**src/rtl/reg_file_sb.sv**
```systemverilog
// Register file with NRD combinational read ports, one write port and a pending-write scoreboard.
// Optional macro REGFILE_BYPASS_EN forwards a same-cycle writeback to the read ports.
module reg_file_sb #(
  parameter int XLEN  = 32,
  parameter int NREGS = 32,
  parameter int NRD   = 2,
  localparam int AW   = $clog2(NREGS)
) (
  input  logic              clk,
  input  logic              rst,
  input  logic              en,
  input  logic [NRD*AW-1:0] rs_addr,
  output logic [NRD*XLEN-1:0] rs_data,
  output logic [NRD-1:0]    rs_busy,
  output logic              hazard,
  input  logic [NRD-1:0]    rs_use,
  input  logic              iss_en,
  input  logic [AW-1:0]     iss_rd,
  input  logic              wb_en,
  input  logic [AW-1:0]     wb_rd,
  input  logic [XLEN-1:0]   wb_data
);

  logic [XLEN-1:0]  rf_reg [NREGS];
  logic [NREGS-1:0] pend_reg;
  logic [NREGS-1:0] pend_next;
  logic             wb_fire;
  logic             iss_fire;

  assign wb_fire  = en && wb_en  && (wb_rd  != '0);
  assign iss_fire = en && iss_en && (iss_rd != '0);

  // Clear before set, so a producer issued in the same cycle as the old one retires stays pending.
  always_comb begin
    pend_next = pend_reg;
    if (wb_fire) begin
      pend_next[wb_rd] = 1'b0;
    end
    if (iss_fire) begin
      pend_next[iss_rd] = 1'b1;
    end
    pend_next[0] = 1'b0;
  end

  always_ff @(posedge clk) begin
    if (rst) begin
      for (int i = 0; i < NREGS; i++) begin
        rf_reg[i] <= '0;
      end
      pend_reg <= '0;
    end else if (en) begin
      if (wb_fire) begin
        rf_reg[wb_rd] <= wb_data;
      end
      pend_reg <= pend_next;
    end
  end

  generate
    for (genvar gi = 0; gi < NRD; gi++) begin : g_rd
      logic [AW-1:0] addr;
      logic          fwd_hit;

      assign addr = rs_addr[gi*AW +: AW];

`ifdef REGFILE_BYPASS_EN
      assign fwd_hit = wb_fire && (addr == wb_rd);
`else
      assign fwd_hit = 1'b0;
`endif

      // x0 is forced to zero on the read side as well, independent of array contents.
      always_comb begin
        rs_data[gi*XLEN +: XLEN] = rf_reg[addr];
        rs_busy[gi]              = pend_reg[addr];
        if (addr == '0) begin
          rs_data[gi*XLEN +: XLEN] = '0;
          rs_busy[gi]              = 1'b0;
        end else if (fwd_hit) begin
          rs_data[gi*XLEN +: XLEN] = wb_data;
          rs_busy[gi]              = 1'b0;
        end
      end
    end
  endgenerate

  assign hazard = |(rs_busy & rs_use);

endmodule

```
**config.mk**
```make
export PLATFORM = sky130hd
export DESIGN_NAME = reg_file_sb
export DESIGN_NICKNAME = d
export VERILOG_FILES = /design/src/rtl/reg_file_sb.sv
export SDC_FILE = /design/constraint.sdc
export NUM_CORES = 2
export LEC_CHECK = 0
export ABC_CLOCK_PERIOD_IN_PS = 5100
export CAP_MARGIN = 20
export CELL_PAD_IN_SITES_DETAIL_PLACEMENT = 1
export CELL_PAD_IN_SITES_GLOBAL_PLACEMENT = 1
export CORE_MARGIN = 3
export CORE_UTILIZATION = 54
export CTS_CLUSTER_SIZE = 12
export DETAILED_ROUTE_END_ITERATION = 7
export PLACE_DENSITY_LB_ADDON = 0.1
export SLEW_MARGIN = 20
export SYNTH_ARGS = -nofsm -noshare
export SYNTH_HDL_FRONTEND = slang
export SYNTH_SLANG_ARGS = --single-unit
```
**constraint.sdc**
```tcl
create_clock -name clk -period 5.1 [get_ports clk]
set_input_delay 1.53 -clock clk [delete_from_list [all_inputs] [get_ports clk]]
set_output_delay 1.53 -clock clk [all_outputs]
set_load 0.02 [all_outputs]
```
# Word-level counts from Yosys, hierarchy flattened
# Memory sizes are Yosys's and may differ from the RTL's.
# Cells that the tools add are included.
[classes] n_addsub=0 n_shift=0 n_lt_le_gt_ge=6 n_mul=0 eq_ne=0 div_mod_pow=0 bitwise=4 muxes=23 reduce_logical=12
[op_table] cell="2-to-1 mux 32 bit" n=5
[op_table] cell="AND 32 bit" n=1
[op_table] cell="inverter 32 bit" n=1
[op_table] cell="OR 32 bit" n=1
[op_table] cell="OR reduction 32 bit" n=1
[op_table] cell="< comparator 5 x 6 -> 1 bit (second input constant)" n=4
[op_table] cell="2-to-1 mux 1 bit" n=13
[op_table] cell="binary-select mux 1 bit (select 5 bit)" n=2
[op_table] cell="demux 1 bit (select 5 bit)" n=2
[op_table] cell="greater-or-equal comparator 5 x 1 -> 1 bit (second input constant)" n=2
[op_table] cell="zero test 5 bit" n=2
[op_table] cell="nonzero test 5 bit" n=2
[op_table] cell="logical AND 1 bit" n=6
[op_table] cell="2-to-1 mux 5 bit" n=1
[op_table] cell="AND 2 bit" n=1
[op_table] cell="OR reduction 2 bit" n=1
[word_totals] elab_cells=47 n_memories=1 latchBits=0 input_bits=59 mem_bits_rw=1024 output_inout_bits=67 romBits=0 ff_bits=31
[mem_list] memory="rf_reg" words=32 word_bits=32 read_ports=2 rd_clocked_by_memory_dff=0 write_ports=32 line="24" rtl="logic [XLEN-1:0] rf_reg [NREGS];"

# Longest topological paths before layout
[logic_depth] depth_word=9 depth_mapped=8 depth_no_buf=5

# Worst setup path before layout
# OpenSTA, ideal clock, no wires.
[synth_path] path_type="input to output" start="input rs_addr[6]" end="output hazard" required_ns=3.570 path_slack_ns=-0.114 path_stages=6 arrival_ns=3.684 path_cell_list="buf_2 > buf_2 > clkbuf_1 > a2111oi_0 > o311ai_0 > a32o_1"
[synth_via] elab_chain_len=5 elab_cells_between_ends=6 classes_between="3 x mux; 1 x bitwise; 2 x reduce/logical"
[synth_rtl] element="start, declared" line="12" rtl="input logic [NRD*AW-1:0] rs_addr,"
[synth_rtl] element="binary-select mux 1 bit (select 5 bit)" line="75" rtl="rs_busy[gi] = pend_reg[addr];"
[synth_rtl] element="2-to-1 mux 1 bit (implied by the code)" line="75"
[synth_rtl] element="2-to-1 mux 1 bit (*)" line="76" rtl="if (addr == '0) begin"
[synth_rtl] element="named net rs_busy[1]" line="14" rtl="output logic [NRD-1:0] rs_busy,"
[synth_rtl] element="AND 2 bit (*)" line="87" rtl="assign hazard = |(rs_busy & rs_use);"
[synth_rtl] element="OR reduction 2 bit (*)" line="87"
[synth_rtl] element="end, declared" line="15" rtl="output logic hazard,"
# Mark *: on every way through the listed nets, which the timed path passes. The rest lies on a longest branch. The select of a mux whose other input is x is not followed.

# Worst setup path in the final report
[layout_path] start="input rs_addr[0]" end="output rs_data[5]"
[layout_via] elab_chain_len=2 elab_cells_between_ends=3 classes_between="1 x mux; 1 x reduce/logical; 1 x memory"
[layout_rtl] element="memory read (32 x 32 bit) / zero test 5 bit (equally long branches)"
[layout_rtl] element="2-to-1 mux 32 bit (*)" line="76"
[layout_rtl] element="end, declared" line="13" rtl="output logic [NRD*XLEN-1:0] rs_data,"
# Every way passes the cells marked *; elsewhere a longest branch is shown, timed or not.

==> reports/summary.txt <==
final total power: 0.0218 W
Non-Filler Instances: 5311
Die Ht: 328 um
clock latency on the worst-skew pair: 0.70 ns
Design Area, Final: 0.0666 sq mm
maximum vdd drop: 0.328 mV
CP Data Arrival Time: 3.62 ns
min-delay worst type: flop to flop
Vias: 37755
Initial Utilization: 54.7%
Final Worst Setup Slack: -0.0472 ns
critical path class: primary input to output port
final RePlAce weighted congestion: 0.907
max_slew headroom: 24.9%
Largest register FFs: 1024
drt pass-1 iters: 6
hold path start: pend_reg[31]
syn_area_per_cell: 15.8 sq um
final core utilization: 65.0%
failing checks: negative setup slack
DP Area: 0.0614 sq mm
Clk pwr share: 38.4%
clk slew on worst S/H paths: 0.06 ns
DRC Markers: 0
Die ar.: 0.108 sq mm
Leak Pwr: 23.4 nW
Slew @ Worst Pin: 1.12 ns
CP Max Fanout: 8
Layout area overhead: 18.7%
Fillers: 8888
CP delay by family, top: multiplexers
die width: 328 um
I/O pins: 126
CTS root buf: clkbuf_16
switching part of the total: 25.6%
CTS HTree Levels: 3
Req. time, crit path: 3.57 ns
Mapped Cells: 3554
Yosys reg bits: 1055
post-synth top area cell: edfxtp_1
worst r2r dst: pend_reg[23]
sequential element share of the synthesized area: 55.9%
crit-path cells: buf_16 > buf_16 > buf_12 > mux4_2 > mux4_2 > mux2_4 > buf_6
Max Fclk: 194 MHz
CTS tree: done
Syn. warnings: 0
global route overflow: 0
register share of total power: 47.0%
Tmin final: 5.15 ns
Final period util: 101%
hold depth: 2
final hold violations: 0
slowest cell on the critical path: mux4_2
Vias/cell: 7.11
Overall Global Routing Usage: 38.9%
mapped cell area: 0.0561 sq mm
FF-to-FF path depth: 2
RR Startpoint: pend_reg[23]
WHS: 0.498 ns
initial antenna violation count: 13
first-pass GRT wire length: 293000 um
Rows: 117
number of buffers added on ports: 125
Placed Cells: 5007
slowest cell delay on critical path: 0.61 ns
Routed Antenna Nets: 0
logic gate share of total power: 14.6%
layout cell share with drive strength beyond 1: 36.5%
RSZ-0062 raised after global routing: true
Worst setup SP type: primary input
Buffers & Inverters on Critical Path: 4
fraction of registers with async set or reset after synthesis: 0%
initial DRC count: 6057
vias in the first global route: 39508
core area: 0.102 sq mm
top_reg_cell synth: edfxtp_1
TritonCTS Buffers: 115
top cell type's share of synthesized area: 54.8%
Clock Path Buffers: 3
detailed placer's ending HPWL: 127000 um
pwr dens: 327 mW/mm^2
MaxCap Viol Count: 0
Crit. End Element: output port
pin count of the biggest net entering global routing: 53
max-slew violations: 0
Yosys cell types: 49
ranking of synthesized cells by area: edfxtp_1 (55%), mux4_2 (25%), and2_1 (11%)
P_sw: 0.00557 W
hold path endpoint: pend_reg[31]
# setup viols final: 7
CTS sink cnt: 1055
Worst Skew: 0 ns
top post-synthesis cells by count: edfxtp_1 (1024), and2_1 (994), mux4_2 (617)
R2R setup slack: 4.32 ns
drt wl/cell: 39.3 um
number of flops mapped to enable cells by yosys: 1024
nets: 3903
Critical path origin: rs_addr[0]
Routed WL: 209000 um
status: finished with violations
Internal Power: 0.0162 W
most common cell in the netlist: edfxtp_1
-- cells in the final DEF, fill, tap and decap left out, types with 25 or more instances in the layout --
master	instances
edfxtp_1	1024
and2_1	994
mux4_2	617
buf_4	238
clkbuf_16	123
buf_12	96
buf_2	75
nand2_1	70
mux2_2	56
inv_1	53
o21ai_0	46
nor2_1	41
buf_16	37
nor2_4	32
clkinv_2	32
conb_1	32
dfxtp_1	31
a21oi_1	30
clkinv_1	26
a22oi_1	25
-- power by group through the flow --
stage	combinational, W	sequential (W)	clock, W
2_1_floorplan	0.00168	0.0103	0
3_3_place_gp	0.00289	0.0103	0
3_5_place_dp	0.00295	0.0104	0
4_1_cts	0.00309	0.0102	0.00834
5_1_grt	0.00325	0.0103	0.00869
6_report	0.00317	0.0102	0.00834
-- logic make-up after synthesis --
family / Yosys count / share of synthesized area [%]
AOI/OAI and AO/OA: 169 / 1.87
buffers and inverters: 433 / 3.13
DFF: 1055 / 55.9
muxes: 696 / 26.3
other: 1 / 0.00669
and+or+nand+nor: 1200 / 12.7
-- worst max-delay path by stage --
stage | to | slack (ns) | cells after the start
2_1_floorplan | rs_data[33] | 0.16 | 7
5_1_grt | hazard | -0.05 | 10
3_3_place_gp | hazard | -0.82 | 8
6_report | rs_data[5] | -0.05 | 7
3_5_place_dp | hazard | -0.83 | 8
4_1_cts | rs_data[63] | -0.04 | 8
-- final cells by class --
cell class              count  area [sq um]  area share [%]
repair buffers            512          5990            8.99
flip-flops and latches   1055         31400            47.1
well taps                1368          1710            2.57
clock inverters            70           574           0.862
inverters                  62           239           0.359
diodes                      4          10.0          0.0150
clock buffers             142          3080            4.63
multi-input cells        2098         23600            35.5
-- worst min-delay path, stage by stage, from the launching register on --
cell,delay [ns]
dfxtp_1,0.33
inv_1,0.06
o32ai_1,0.06
-- per-stage QoR --
step / worst slack (ns) / TNS, ns
floorplan: 0.161 / 0
global placement: -0.819 / -34.61
detailed placement: -0.833 / -36.29
CTS: -0.0382 / -0.0664
global route: -0.0493 / -0.409
finish: -0.0472 / -0.122
-- routing by layer --
layer | GRT usage [%] | part of all wire, %
met1 | 51.5 | 35
met2 | 61.3 | 47
met3 | 10.3 | 13
met4 | 17.3 | 4.7
met5 | 0 | 0.0072
-- what timing repair did --
action | 4_1_cts | 5_1_grt
hold buffers | 0 | 0
buffers inserted | 42 | 21
endpoints found under the hold margin | 0 | 0
cloned | 21 | 4
resized for setup | 377 | 52
pin swaps | 9 | 1
setup endpoints to repair | 67 | 41
Note: power is estimated with default switching activity, not from simulation.
